$ cat src/rtl/store_write_buffer.sv
// Store write buffer: circular FIFO of {address, data} stores drained to memory.
// Define STORE_WRITE_BUFFER_FWD_EN to build store-to-load forwarding.
`timescale 1ns/1ps
module store_write_buffer #(
    parameter int DEPTH = 4
) (
    input  logic        clk,
    input  logic        reset,
    input  logic        MemWrite,
    input  logic [31:0] DataAdr,
    input  logic [31:0] WriteData,
    output logic        Stall,
    output logic        MemReqValid,
    input  logic        MemReqReady,
    output logic [31:0] MemReqAdr,
    output logic [31:0] MemReqData,
    output logic        FwdHit,
    output logic [31:0] FwdData,
    output logic        Empty
);

    localparam int AW = $clog2(DEPTH);
    localparam int CW = AW + 1;
    localparam logic [CW-1:0] FULL = CW'(DEPTH);

    logic [31:0]   adr_q [DEPTH];
    logic [31:0]   adr_d [DEPTH];
    logic [31:0]   dat_q [DEPTH];
    logic [31:0]   dat_d [DEPTH];
    logic [AW-1:0] head_q, head_d;
    logic [AW-1:0] tail_q, tail_d;
    logic [CW-1:0] count_q, count_d;

    logic full;
    logic valid;
    logic enq;
    logic deq;

    always_comb begin
        full        = (count_q == FULL);
        valid       = (count_q != '0);
        // A full buffer refuses the store even when the head drains this cycle.
        enq         = MemWrite & ~full & ~reset;
        deq         = valid & MemReqReady & ~reset;
        Stall       = MemWrite & full;
        MemReqValid = valid;
        Empty       = ~valid;
        MemReqAdr   = valid ? adr_q[head_q] : 32'h0;
        MemReqData  = valid ? dat_q[head_q] : 32'h0;
    end

    always_comb begin
        adr_d   = adr_q;
        dat_d   = dat_q;
        head_d  = head_q;
        tail_d  = tail_q;
        count_d = count_q;
        if (enq) begin
            adr_d[tail_q] = DataAdr;
            dat_d[tail_q] = WriteData;
            tail_d        = tail_q + AW'(1);
        end
        if (deq) begin
            head_d = head_q + AW'(1);
        end
        unique case ({enq, deq})
            2'b10:   count_d = count_q + CW'(1);
            2'b01:   count_d = count_q - CW'(1);
            default: count_d = count_q;
        endcase
    end

    always_ff @(posedge clk or posedge reset) begin
        if (reset) begin
            adr_q   <= '{default: '0};
            dat_q   <= '{default: '0};
            head_q  <= '0;
            tail_q  <= '0;
            count_q <= '0;
        end else begin
            adr_q   <= adr_d;
            dat_q   <= dat_d;
            head_q  <= head_d;
            tail_q  <= tail_d;
            count_q <= count_d;
        end
    end

`ifdef STORE_WRITE_BUFFER_FWD_EN
    // Scan oldest to youngest so the youngest matching store wins.
    always_comb begin
        logic [AW-1:0] idx;
        idx     = '0;
        FwdHit  = 1'b0;
        FwdData = 32'h0;
        for (int i = 0; i < DEPTH; i++) begin
            idx = head_q + AW'(i);
            if (CW'(i) < count_q && adr_q[idx][31:2] == DataAdr[31:2]) begin
                FwdHit  = 1'b1;
                FwdData = dat_q[idx];
            end
        end
    end
`else
    assign FwdHit  = 1'b0;
    assign FwdData = 32'h0;
`endif

endmodule
$ cat config.mk
export PLATFORM = sky130hd
export DESIGN_NAME = store_write_buffer
export DESIGN_NICKNAME = d
export VERILOG_FILES = /design/src/rtl/store_write_buffer.sv
export SDC_FILE = /design/constraint.sdc
export NUM_CORES = 1
export LEC_CHECK = 0
export BUFFER_PORTS_ARGS = -buffer_cell sky130_fd_sc_hd__buf_4
export CAP_MARGIN = 20
export CORE_AREA = 2 2 206 168
export CTS_CLUSTER_DIAMETER = 80
export CTS_CLUSTER_SIZE = 8
export DETAILED_ROUTE_END_ITERATION = 12
export DIE_AREA = 0 0 208 170
export PLACE_DENSITY = 0.69
export RECOVER_POWER = 25
export SYNTH_ARGS = -nofsm -noshare
export SYNTH_HDL_FRONTEND = slang
export SYNTH_SLANG_ARGS = --single-unit
$ cat constraint.sdc
create_clock -name clk -period 9.2 [get_ports clk]
set_input_delay 0 -clock clk [delete_from_list [all_inputs] [get_ports clk]]
set_output_delay 0 -clock clk [all_outputs]
set_load 0.02 [all_outputs]
# Word-level counts from Yosys, hierarchy flattened
# Cells that the tools add are included.
[word_totals]
regBits = 263
inputBits = 68
wordCells = 47
[op_classes]
addsub = 4
n_lt_le_gt_ge = 3
n_eq_ne = 3
mux = 13
n_bitwise = 10
n_reduce_logical = 3
[op_table]
columns = ["cell", "count"]
rows = [
  ["$bwmux W128", 2],
  ["$mux W32", 7],
  ["$bmux W32 S2", 2],
  ["$demux W32 S2", 1],
  ["$ge A3 B3 Y1 const B", 2],
  ["$not A2 Y3", 2],
  ["$pmux W3 S2", 1],
  ["$and A1 B1 Y1", 5],
  ["$add A2 B1 Y2 const B", 2],
  ["$add A3 B1 Y3 const B", 1],
  ["$eq A3 B3 Y1 const B", 1],
  ["$lt A3 B1 Y1 const B", 1],
  ["$not A1 Y1", 3],
  ["$reduce_bool A3 Y1", 1],
  ["$sub A3 B1 Y3 const B", 1],
  ["$eq A2 B1 Y1 const B", 1],
  ["$eq A2 B2 Y1 const B", 1],
  ["$reduce_bool A2 Y1", 1],
  ["$logic_and A1 B1 Y1", 1],
]

# Logic depth before layout (Yosys ltp)
# Gate-level depths: netlist (run 1).
[logic_depth]
ltp_word = 6
mapped_depth = 9
depth_no_buf = 9

# Worst setup path after synthesis (run 1)
# Ideal clock, no wire load.
[synth_timing]
path_kind = "input port to flip-flop"
from = "input port reset"
to = "register count_q[2]"
arrival_ns = 7.427
t_required_ns = 9.121
path_slack_ns = 1.694
path_stages = 9
n_path_buf = 1
cell_sequence = "buf_2 > inv_1 > and3_1 > ha_1 > inv_1 > fa_1 > xor2_1 > nor2_1 > xor2_1"
[synth_via]
elab_chain_len = 4
elab_cells_between_ends = 7
cone_classes = "eq/ne (2); mux (1); bitwise (3); reduce/logical (1)"
[synth_rtl]
columns = ["item", "line_no", "rtl"]
rows = [
  ["start, declared", "8", "input logic reset,"],
  ["$not A1 Y1 *", "44", "deq = valid & MemReqReady & ~reset;"],
  ["$and A1 B1 Y1 *", "44", ""],
  ["named net deq", "37", "logic deq;"],
  ["$eq A2 B1 Y1 / $eq A2 B2 Y1 (equally long branches)", "66", "unique case ({enq, deq})"],
  ["$pmux W3 S2 / $reduce_bool A2 Y1 (equally long branches)", "n/a", ""],
  ["end signal, assigned", "85", "count_q <= count_d;"],
  ["end, declared", "32", "logic [CW-1:0] count_q, count_d;"],
]
# Mark *: on every way through the listed nets, which the timed path passes. The rest lies on a longest branch.
# A chain may end at the register's enable or synchronous reset.

# Final worst setup path (run 1)
[layout_timing]
from = "register count_q[0]"
to = "register dat_q[16] (netlist bit)"
[layout_via]
elab_chain_len = 4
[layout_rtl]
columns = ["item", "line_no", "rtl"]
rows = [
  ["$eq A3 B3 Y1", "40", "full = (count_q == FULL);"],
  ["$not A1 Y1", "43", "enq = MemWrite & ~full & ~reset;"],
  ["$and A1 B1 Y1 (2 in series)", "43", ""],
  ["end signal, assigned", "82", "dat_q <= dat_d;"],
  ["end, declared", "28", "logic [31:0] dat_q [DEPTH];"],
]
# Every way passes these cells.

==> metrics.cfg, run 1 <==
[synth]
yosys_warnings = 0
synth_mux_area_frac = 0.399
synth_compound_area_frac = 0
yosysTopAreaCellShare = 0.500
synth.top_cells.by_area = dfrtp_1 50%, mux2_4 27%, mux4_2 11%
synth_area_leader_cell = dfrtp_1
avgSynthCellArea_sq_um = 17.2
synthAdderAreaFrac = 0.00628
synth_top_family_by_area = multiplexers
seq_area_frac_synth = 0.500
synth_seq_cells = 263
yosys.area_share.simple = 0.0409
syn_area_sq_mm = 0.0132
synth-xor-area-share = 0.00400
syn_inst = 764
yosysUniqueCellTypes = 24

[timing]
finalCritPeriodShare = 0.367
worst_pin_slew_ns = 2.31
setup_viol = 0
timing.hold.ws_ns = 0.282
drv_slew = 28
fmax_mhz = 296
fin_skew_ns = 0.00960
hold_viol = 0
maxSlewHeadroom = -0.539
rsz0062_at_grt = no
tns_ns = 0
fin_crit_ns = 3.37

[placement]
place.gp.congestion = 0.703
io_buffers = 134
place_inst = 1298
dp_hpwl_mm = 15.7

[clocking]
cts_sinks = 263
cts-root-buf = clkbuf_16
post_cts_buffers = 0
post_cts_resized = 0
cts_tree = done
cts_buffer_depth = 3
clock_latency_ns = 0.51
cts_hold_buf = 67
htree_levels = 2
path_clk_slew_ns = 0.05
cts-buffers-inserted = 38

[routing]
routedWlPerCell_microns = 19.6
drc = 0
wirelength_mm = 27.6
via_per_inst = 4.91
vias = 6918
dr.pass1.iters = 4
drt_iter0_drc = 265
antenna_left = 0

[floorplan]
io-pin-count = 168
die-area_sq_mm = 0.0354
placementRows = 60
core_sq_mm = 0.0332
die_height_microns = 170
die_width_microns = 208
start_util = 0.396

[power_and_ir_drop]
max-vdd-ir-drop_uv = 219
power.density_mw_per_mm2 = 397
power_leakage_nw = 7.17

[critical_path]
worstPathArrival_ns = 3.75
start_kind = register
cp-end-kind = register
required_ns = 9.58
crit_slowest_cell = nor3b_1
crit_type = reg -> reg
worst-path-max-fanout = 27
crit_chain = nor3b_1 > nor3_4 > clkbuf_1 > mux2_1
cpPeakStageDelay_ns = 1.17

[grt]
grt_pass1_vias = 7699
grt_pass1_wl_mm = 45.1
antenna_found_initial = 1
grt_max_degree = 135
track_usage = 0.161
overflow = 0

[cells_and_area]
final_common_cell = dfrtp_1
stdcell_count = 1409
final_cell_mix = 261 x dfrtp_1, 227 x mux2_4, 145 x buf_4
nNetsFinal = 1045
drive_above_1_share = 0.515
area_growth_pct = 21.3
final_util = 0.481

[hold_path]
worstHoldPathType = in -> reg

[run_status]
status = complete, but fails checks
violations = max-capacitance violations, max-slew violations

[job]
drv_cap = 2

## layout make-up
| type | count | area [sq um] |
|---|---|---|
| timing repair buffer | 214 | 1770 |
| tap | 434 | 543 |
| sequential | 263 | 6590 |
| clock buffer | 43 | 1030 |
| multi-input combinational | 446 | 5980 |
| antenna | 1 | 2.50 |
| inverter | 8 | 37.5 |
| fill | 2822 | 17200 |
## cell families (layout without fill, tap and decap cells)
family                   after synthesis  count (layout)
adder cells (fa/ha/maj)                6               6
buffers and inverters                 87             265
multiplexers                         322             322
other                                  1              34
AND/OR/NAND/NOR                       79              79
XOR/XNOR                               6               6
flip-flops                           263             263
## path summary, 6_finish.rpt
check | end | cells after the start | start | slack [ns]
min in group asynchronous | count_q[2] | 3 | reset | 0.61
worst max register to register | dat_q[16] | 4 | count_q[0] | 5.83
worst min-delay path | dat_q[19] | 3 | WriteData[19] | 0.28
worst min register to register | count_q[2] | 1 | count_q[2] | 0.48
worst max-delay path | dat_q[16] | 4 | count_q[0] | 5.83
max in group asynchronous | adr_q[61] | 4 | reset | 7.16
## cell usage after synthesis
cell type	count
mux2_4	240
mux2_2	17
nor3b_4	1
ha_1	5
fa_1	1
and3_1	1
xor2_1	4
dfrtp_1	263
buf_4	35
and2_1	65
nand2_1	4
clkbuf_1	12
nor2_1	1
and4_1	1
nor3_4	4
mux4_2	64
conb_1	1
nor3b_1	1
xnor2_1	2
or3_1	1
mux2i_1	1
inv_1	8
buf_6	24
buf_2	8
## metrics by stage
stage               power (mW)  worst slack [ns]  instance area, sq um
floorplan                 4.27              1.69                 13300
global placement          5.07              6.59                 14300
detailed placement        5.12              6.56                 14300
CTS                       6.45              5.99                 16000
global route              6.69              5.57                 16000
finish                    6.33              5.83                 16000
## worst max-delay path, delay by kind of cell (launching register included)
family,cells,cell delay [ns]
AND/OR/NAND/NOR,2,1.22
buffers and inverters,1,0.92
multiplexers,1,0.67
flip-flops,1,0.41
## state kept, by name, summed over array words and instances, names as in the netlist
| name | flops |
|---|---|
| tail_q | 2 |
| adr_q | 128 |
| count_q | 3 |
| dat_q | 128 |
| head_q | 2 |
## routing by layer
layer  wire length (microns)  GRT usage  share of wire  vias up
li1                        -          -              -     3079
met1                   13800      0.238           0.50     3670
met2                   12400      0.242           0.45      123
met3                     997     0.0321          0.036       46
met4                     482     0.0419          0.017        0
met5                       0          0              0        -
## power by group
part           internal [mW]  switching [mW]  total, mW  leakage, nW
sequential              1.75           0.392       2.14         3.16
clock                  0.777           0.477       1.25        0.508
combinational           1.79            1.15       2.94         3.51
Power figures use the tool's default switching activity.
==> run 2, diff against run 1 <==
- clock period: 9.2 -> 3.15 ns (I/O delays scaled with it)
==> metrics.cfg, run 2 (synthesis results as in run 1) <==
[timing]
drv_slew = 0  ; was 28
hold_viol = 0  ; unchanged
setup_viol = 0  ; unchanged
maxSlewHeadroom = 0.372  ; was -0.539
finalCritPeriodShare = 0.822
worst_pin_slew_ns = 0.942  ; was 2.31 ns
timing.hold.ws_ns = 0.287  ; was 0.282 ns
fmax_mhz = 386
rsz0062_at_grt = no  ; unchanged
fin_crit_ns = 2.59
fin_skew_ns = 0.0113  ; was 0.00960 ns

[cells_and_area]
fill_cells = 2776  ; was 2822
final_cell_mix = 261 x dfrtp_1, 240 x mux2_4, 140 x buf_4  ; was 261 x dfrtp_1, 227 x mux2_4, 145 x buf_4
final_common_cell = dfrtp_1  ; unchanged
nNetsFinal = 1048  ; was 1045
postLayoutCellArea_sq_mm = 0.0162  ; was 0.0160 sq mm
stdcell_count = 1413  ; was 1409
drive_above_1_share = 0.534  ; was 0.515
final_util = 0.487  ; was 0.481
reg.largest.list = adr_q (128), dat_q (128), count_q (3)  ; unchanged
area_growth_pct = 22.8  ; was 21.3%

[power_and_ir_drop]
switching_share = 0.319  ; about the same
max-vdd-ir-drop_uv = 684  ; was 219 uV
power_frac_clock = 0.197  ; was 0.198
power_leakage_nw = 7.26  ; was 7.17 nW
internal_power_mw = 12.8  ; was 4.31 mW
power.density_mw_per_mm2 = 1160  ; was 397 mW/mm^2
seqPwrFrac = 0.333  ; was 0.338
pwr-share-comb = 0.470  ; was 0.464
power_switching_mw = 5.96  ; was 2.02 mW

[clocking]
cts_sinks = 263  ; unchanged
clock_latency_ns = 0.52  ; was 0.51 ns
post_cts_resized = 0  ; unchanged
cts_tree = done  ; unchanged
cts_hold_buf = 67  ; unchanged
htree_levels = 2  ; unchanged
path_clk_slew_ns = 0.05  ; about the same
cts-buffers-inserted = 38  ; unchanged
cts_buffer_depth = 3  ; unchanged
cts-root-buf = clkbuf_16  ; unchanged
post_cts_buffers = 0  ; unchanged

[routing]
wirelength_mm = 28.0  ; was 27.6 mm
antenna_left = 0  ; unchanged
via_per_inst = 4.95  ; was 4.91
dr.pass1.iters = 4  ; unchanged
routedWlPerCell_microns = 19.8  ; was 19.6 microns
vias = 7001  ; was 6918
drt_iter0_drc = 301  ; was 265
drc = 0  ; unchanged

[grt]
overflow = 0  ; unchanged
grt_pass1_vias = 7795  ; was 7699
antenna_found_initial = 2  ; was 1
grt_pass1_wl_mm = 45.3  ; was 45.1 mm
grt_max_degree = 124  ; was 135
track_usage = 0.162  ; was 0.161

[critical_path]
crit_slowest_cell = clkinvlp_4  ; was nor3b_1
r2r_setup_slack_ns = 0.83  ; was 5.83 ns
crit_type = in -> reg  ; was reg -> reg
worst-path-max-fanout = 29  ; was 27
cp-end-kind = register  ; unchanged
path_common_cell = xor2_1
r2r_start = count_q[0]  ; unchanged
crit_chain = dlygate4sd3_1 > clkbuf_1 > clkinvlp_4 > and3_1 > ha_2 > inv_2 > fa_1 > xor2_1 > nor2_1 > xor2_1  ; was nor3b_1 > nor3_4 > clkbuf_1 > mux2_1
crit_start = reset  ; was count_q[0]
start_kind = input port  ; was register
worstPathArrival_ns = 2.99  ; was 3.75 ns
required_ns = 3.55  ; was 9.58 ns
cpPeakStageDelay_ns = 0.77  ; was 1.17 ns

[floorplan]
io-pin-count = 168  ; unchanged
start_util = 0.396  ; unchanged
core_sq_mm = 0.0332  ; unchanged
placementRows = 60  ; unchanged
die_width_microns = 208  ; unchanged
die_height_microns = 170  ; unchanged
die-area_sq_mm = 0.0354  ; unchanged

[placement]
io_buffers = 134  ; unchanged
post_dp_cell_area_sq_mm = 0.0145  ; was 0.0143 sq mm
dp_hpwl_mm = 15.8  ; was 15.7 mm
place.gp.congestion = 0.696  ; was 0.703
place_inst = 1301  ; was 1298

[hold_path]
worstHoldPathType = in -> reg  ; unchanged
hold_start = WriteData[15]  ; was WriteData[19]

[job]
drv_cap = 0  ; was 2

[run_status]
status = completed  ; was complete, but fails checks

## run 2: changes by cell type in the layout (fill, tap and decap cells not counted), moves of 5 or more
cell and change:
buf_12 +9, buf_4 -5, mux2_1 -13, mux2_4 +13
## run 2: stage by stage
step / power [mW] / TNS [ns] / worst slack [ns]
finish: 18.7 / 0 / 0.562
global route: 19.8 / 0 / 0.284
CTS: 19.0 / 0 / 0.478
detailed placement: 15.1 / 0 / 0.862
global placement: 14.9 / 0 / 0.905
floorplan: 12.5 / -138.52 / -2.34
## run 2: critical path: cells and delay by family
family | cells | cell delay (ns)
and+or+nand+nor | 2 | 0.46
xor gates and xnor gates | 2 | 0.28
buffers and inverters | 4 | 1.87
adders and majority gates | 2 | 0.35
## run 2: per-layer routing
metal	part of all wire	track usage	wire length [microns]
met3	0.044	0.0312	1230
met5	0	0	0
met4	0.017	0.0447	468
met2	0.45	0.243	12700
met1	0.49	0.240	13600
## run 2: final timing paths
| path | endpoint | cells after the start |
|---|---|---|
| worst max register to register | count_q[2] | 9 |
| max in group asynchronous | dat_q[127] | 5 |
| min in group asynchronous | dat_q[119] | 3 |
| worst min-delay path | dat_q[79] | 3 |
| worst min register to register | adr_q[42] | 1 |
| worst max-delay path | count_q[2] | 10 |
## run 2: layout make-up
type,count,area [sq um],share of cell area
Multi-Input combinational cell,446,6050,0.374
Clock buffer,43,1030,0.0640
Inverter,8,33.8,0.00209
Tap cell,434,543,0.0336
Timing Repair Buffer,217,1910,0.118
Antenna cell,2,5.00,0.000310
Sequential cell,263,6590,0.408
## run 2: power groups by stage
stage	clock (mW)	sequential [mW]	combinational, mW
finish	3.69	6.23	8.80
global placement	0	6.21	8.70
detailed placement	0	6.24	8.82
floorplan	0	5.74	6.73
global route	3.97	6.46	9.37
CTS	3.81	6.25	8.93
==> run 3, diff against run 2 <==
- PLACE_DENSITY: 0.69 -> 0.71
- clock period: 3.15 -> 2.2 ns (I/O delays scaled with it)
==> metrics.cfg, run 3 (synthesis results as in run 1) <==
[timing]
rsz0062_at_grt = yes  ; was no
worst_pin_slew_ns = 1.22  ; was 0.942 ns
timing.hold.ws_ns = 0.0598  ; was 0.287 ns
tns_ns = 0  ; unchanged
fin_crit_ns = 2.13
drv_slew = 0  ; unchanged
setup_viol = 0  ; unchanged
maxSlewHeadroom = 0.189  ; was 0.372
fin_skew_ns = 0.0118  ; was 0.0113 ns
hold_viol = 0  ; unchanged
fmax_mhz = 471
timing.final.ws_setup_ns = 0.0747  ; was 0.562 ns
finalCritPeriodShare = 0.966

[cells_and_area]
fill_cells = 2773  ; was 2776
final_common_cell = dfrtp_1  ; unchanged
area_growth_pct = 25.5  ; was 22.8%
stdcell_count = 1429  ; was 1413
reg.largest.list = adr_q (128), dat_q (128), count_q (3)  ; unchanged
final_cell_mix = 261 x dfrtp_1, 240 x mux2_4, 139 x buf_4  ; was 261 x dfrtp_1, 240 x mux2_4, 140 x buf_4
nNetsFinal = 1065  ; was 1048
drive_above_1_share = 0.553  ; was 0.534

[clocking]
clock_latency_ns = 0.52  ; about the same
path_clk_slew_ns = 0.05  ; about the same
cts-root-buf = clkbuf_16  ; unchanged
cts_buffer_depth = 3  ; unchanged
cts_sinks = 263  ; unchanged
cts_tree = done  ; unchanged
cts-buffers-inserted = 38  ; unchanged
htree_levels = 2  ; unchanged

[floorplan]
io-pin-count = 168  ; unchanged
die-area_sq_mm = 0.0354  ; unchanged
die_height_microns = 170  ; unchanged
start_util = 0.396  ; unchanged
core_sq_mm = 0.0332  ; unchanged
die_width_microns = 208  ; unchanged
placementRows = 60  ; unchanged

[grt]
grt_pass1_vias = 7893  ; was 7795
antenna_found_initial = 2  ; unchanged
grt_max_degree = 126  ; was 124
grt_pass1_wl_mm = 45.1  ; was 45.3 mm
track_usage = 0.160  ; was 0.162
overflow = 0  ; unchanged

[routing]
drt_iter0_drc = 303  ; was 301
dr.pass1.iters = 4  ; unchanged
wirelength_mm = 28.8  ; was 28.0 mm
routedWlPerCell_microns = 20.1  ; was 19.8 microns
vias = 7044  ; was 7001
via_per_inst = 4.93  ; was 4.95
antenna_left = 0  ; unchanged
drc = 0  ; unchanged

[placement]
preCtsSetupSlack_ns = 0.182  ; was 0.862 ns
io_buffers = 134  ; unchanged
dp_hpwl_mm = 16.3  ; was 15.8 mm
place.gp.congestion = 0.704  ; was 0.696
place_inst = 1310  ; was 1301

[hold_path]
worstHoldPathType = in -> reg  ; unchanged

[power_and_ir_drop]
finalPower_mw = 27.5  ; was 18.7 mW
power.density_mw_per_mm2 = 1670  ; was 1160 mW/mm^2
max-vdd-ir-drop_uv = 1140  ; was 684 uV
power_leakage_nw = 7.43  ; was 7.26 nW

[critical_path]
worstPathArrival_ns = 2.13  ; was 2.99 ns
cp-end-kind = output port  ; was register
worst-path-max-fanout = 8  ; was 29
start_kind = register  ; was input port
required_ns = 2.20  ; was 3.55 ns
crit_type = reg -> out  ; was in -> reg

[run_status]
status = completed  ; unchanged

[job]
drv_cap = 0  ; unchanged

run 3: cell count changes in the layout (fill, tap and decap cells not counted), moves of 2 or more:
cell	delta
buf_12	+9
and2_1	-10
and2_4	+10
buf_8	+2
buf_6	+2
clkbuf_16	+2
buf_16	+2
run 3: worst paths after layout:
check | from | slack, ns | to | depth (start not counted)
hold reg to reg | count_q[2] | 0.49 | count_q[2] | 1
hold / removal | MemWrite | 0.06 | tail_q[0] | 4
setup reg to reg | count_q[1] | 0.13 | count_q[2] | 8
setup / recovery | head_q[0] | 0.07 | MemReqData[20] | 5
min in group asynchronous | reset | 0.39 | count_q[0] | 4
max in group asynchronous | reset | 0.78 | dat_q[14] | 4
run 3: area by class of cell:
| cell class | count | area [sq um] | share of cell area |
|---|---|---|---|
| multi-input cells | 446 | 6070 | 0.368 |
| flip-flops and latches | 263 | 6590 | 0.399 |
| repair buffers | 234 | 2280 | 0.138 |
| diodes | 2 | 5.00 | 0.000303 |
| clock buffers | 41 | 983 | 0.0596 |
| clock inverters | 1 | 8.76 | 0.000531 |
| well taps | 434 | 543 | 0.0329 |
| inverters | 8 | 31.3 | 0.00189 |
run 3: timing repair:
| action | CTS | global route |
|---|---|---|
| endpoints found under the hold margin | 521 | 0 |
| pin swaps | 0 | 0 |
| hold buffers | 66 | 0 |
| cloned | 0 | 6 |
| gates resized for setup | 4 | 16 |
| buffers inserted | 0 | 3 |
| endpoints found under the setup margin | 64 | 61 |
run 3: worst max-delay path, cell delays in order (launching register included):
cell,delay (ns)
dfrtp_4,0.42
buf_12,0.16
clkbuf_16,0.19
mux4_2,0.51
and2_1,0.18
buf_4,0.15
run 3: per-layer routing:
| layer | global-route usage | routed length, microns | vias up |
|---|---|---|---|
| met5 | 0 | 0 | - |
| met4 | 0.0419 | 396 | 0 |
| met3 | 0.0340 | 1170 | 36 |
| met2 | 0.252 | 13400 | 140 |
| met1 | 0.226 | 13800 | 3744 |
| li1 | - | - | 3124 |
run 3: through the flow:
step | util | cell area [sq um]
4_1_cts | 0.491 | 16300
5_1_grt | 0.497 | 16500
3_3_place_gp | 0.441 | 14600
2_1_floorplan | - | 13300
6_report | 0.498 | 16500
3_5_place_dp | 0.441 | 14600
run 3: where the power goes:
part	leakage, nW	internal [mW]	switching [mW]	total (mW)
Sequential	3.16	7.32	1.41	8.73
Clock	0.488	3.11	2.00	5.11
Combinational	3.78	8.32	5.33	13.7
Total	7.43	18.7	8.75	27.5
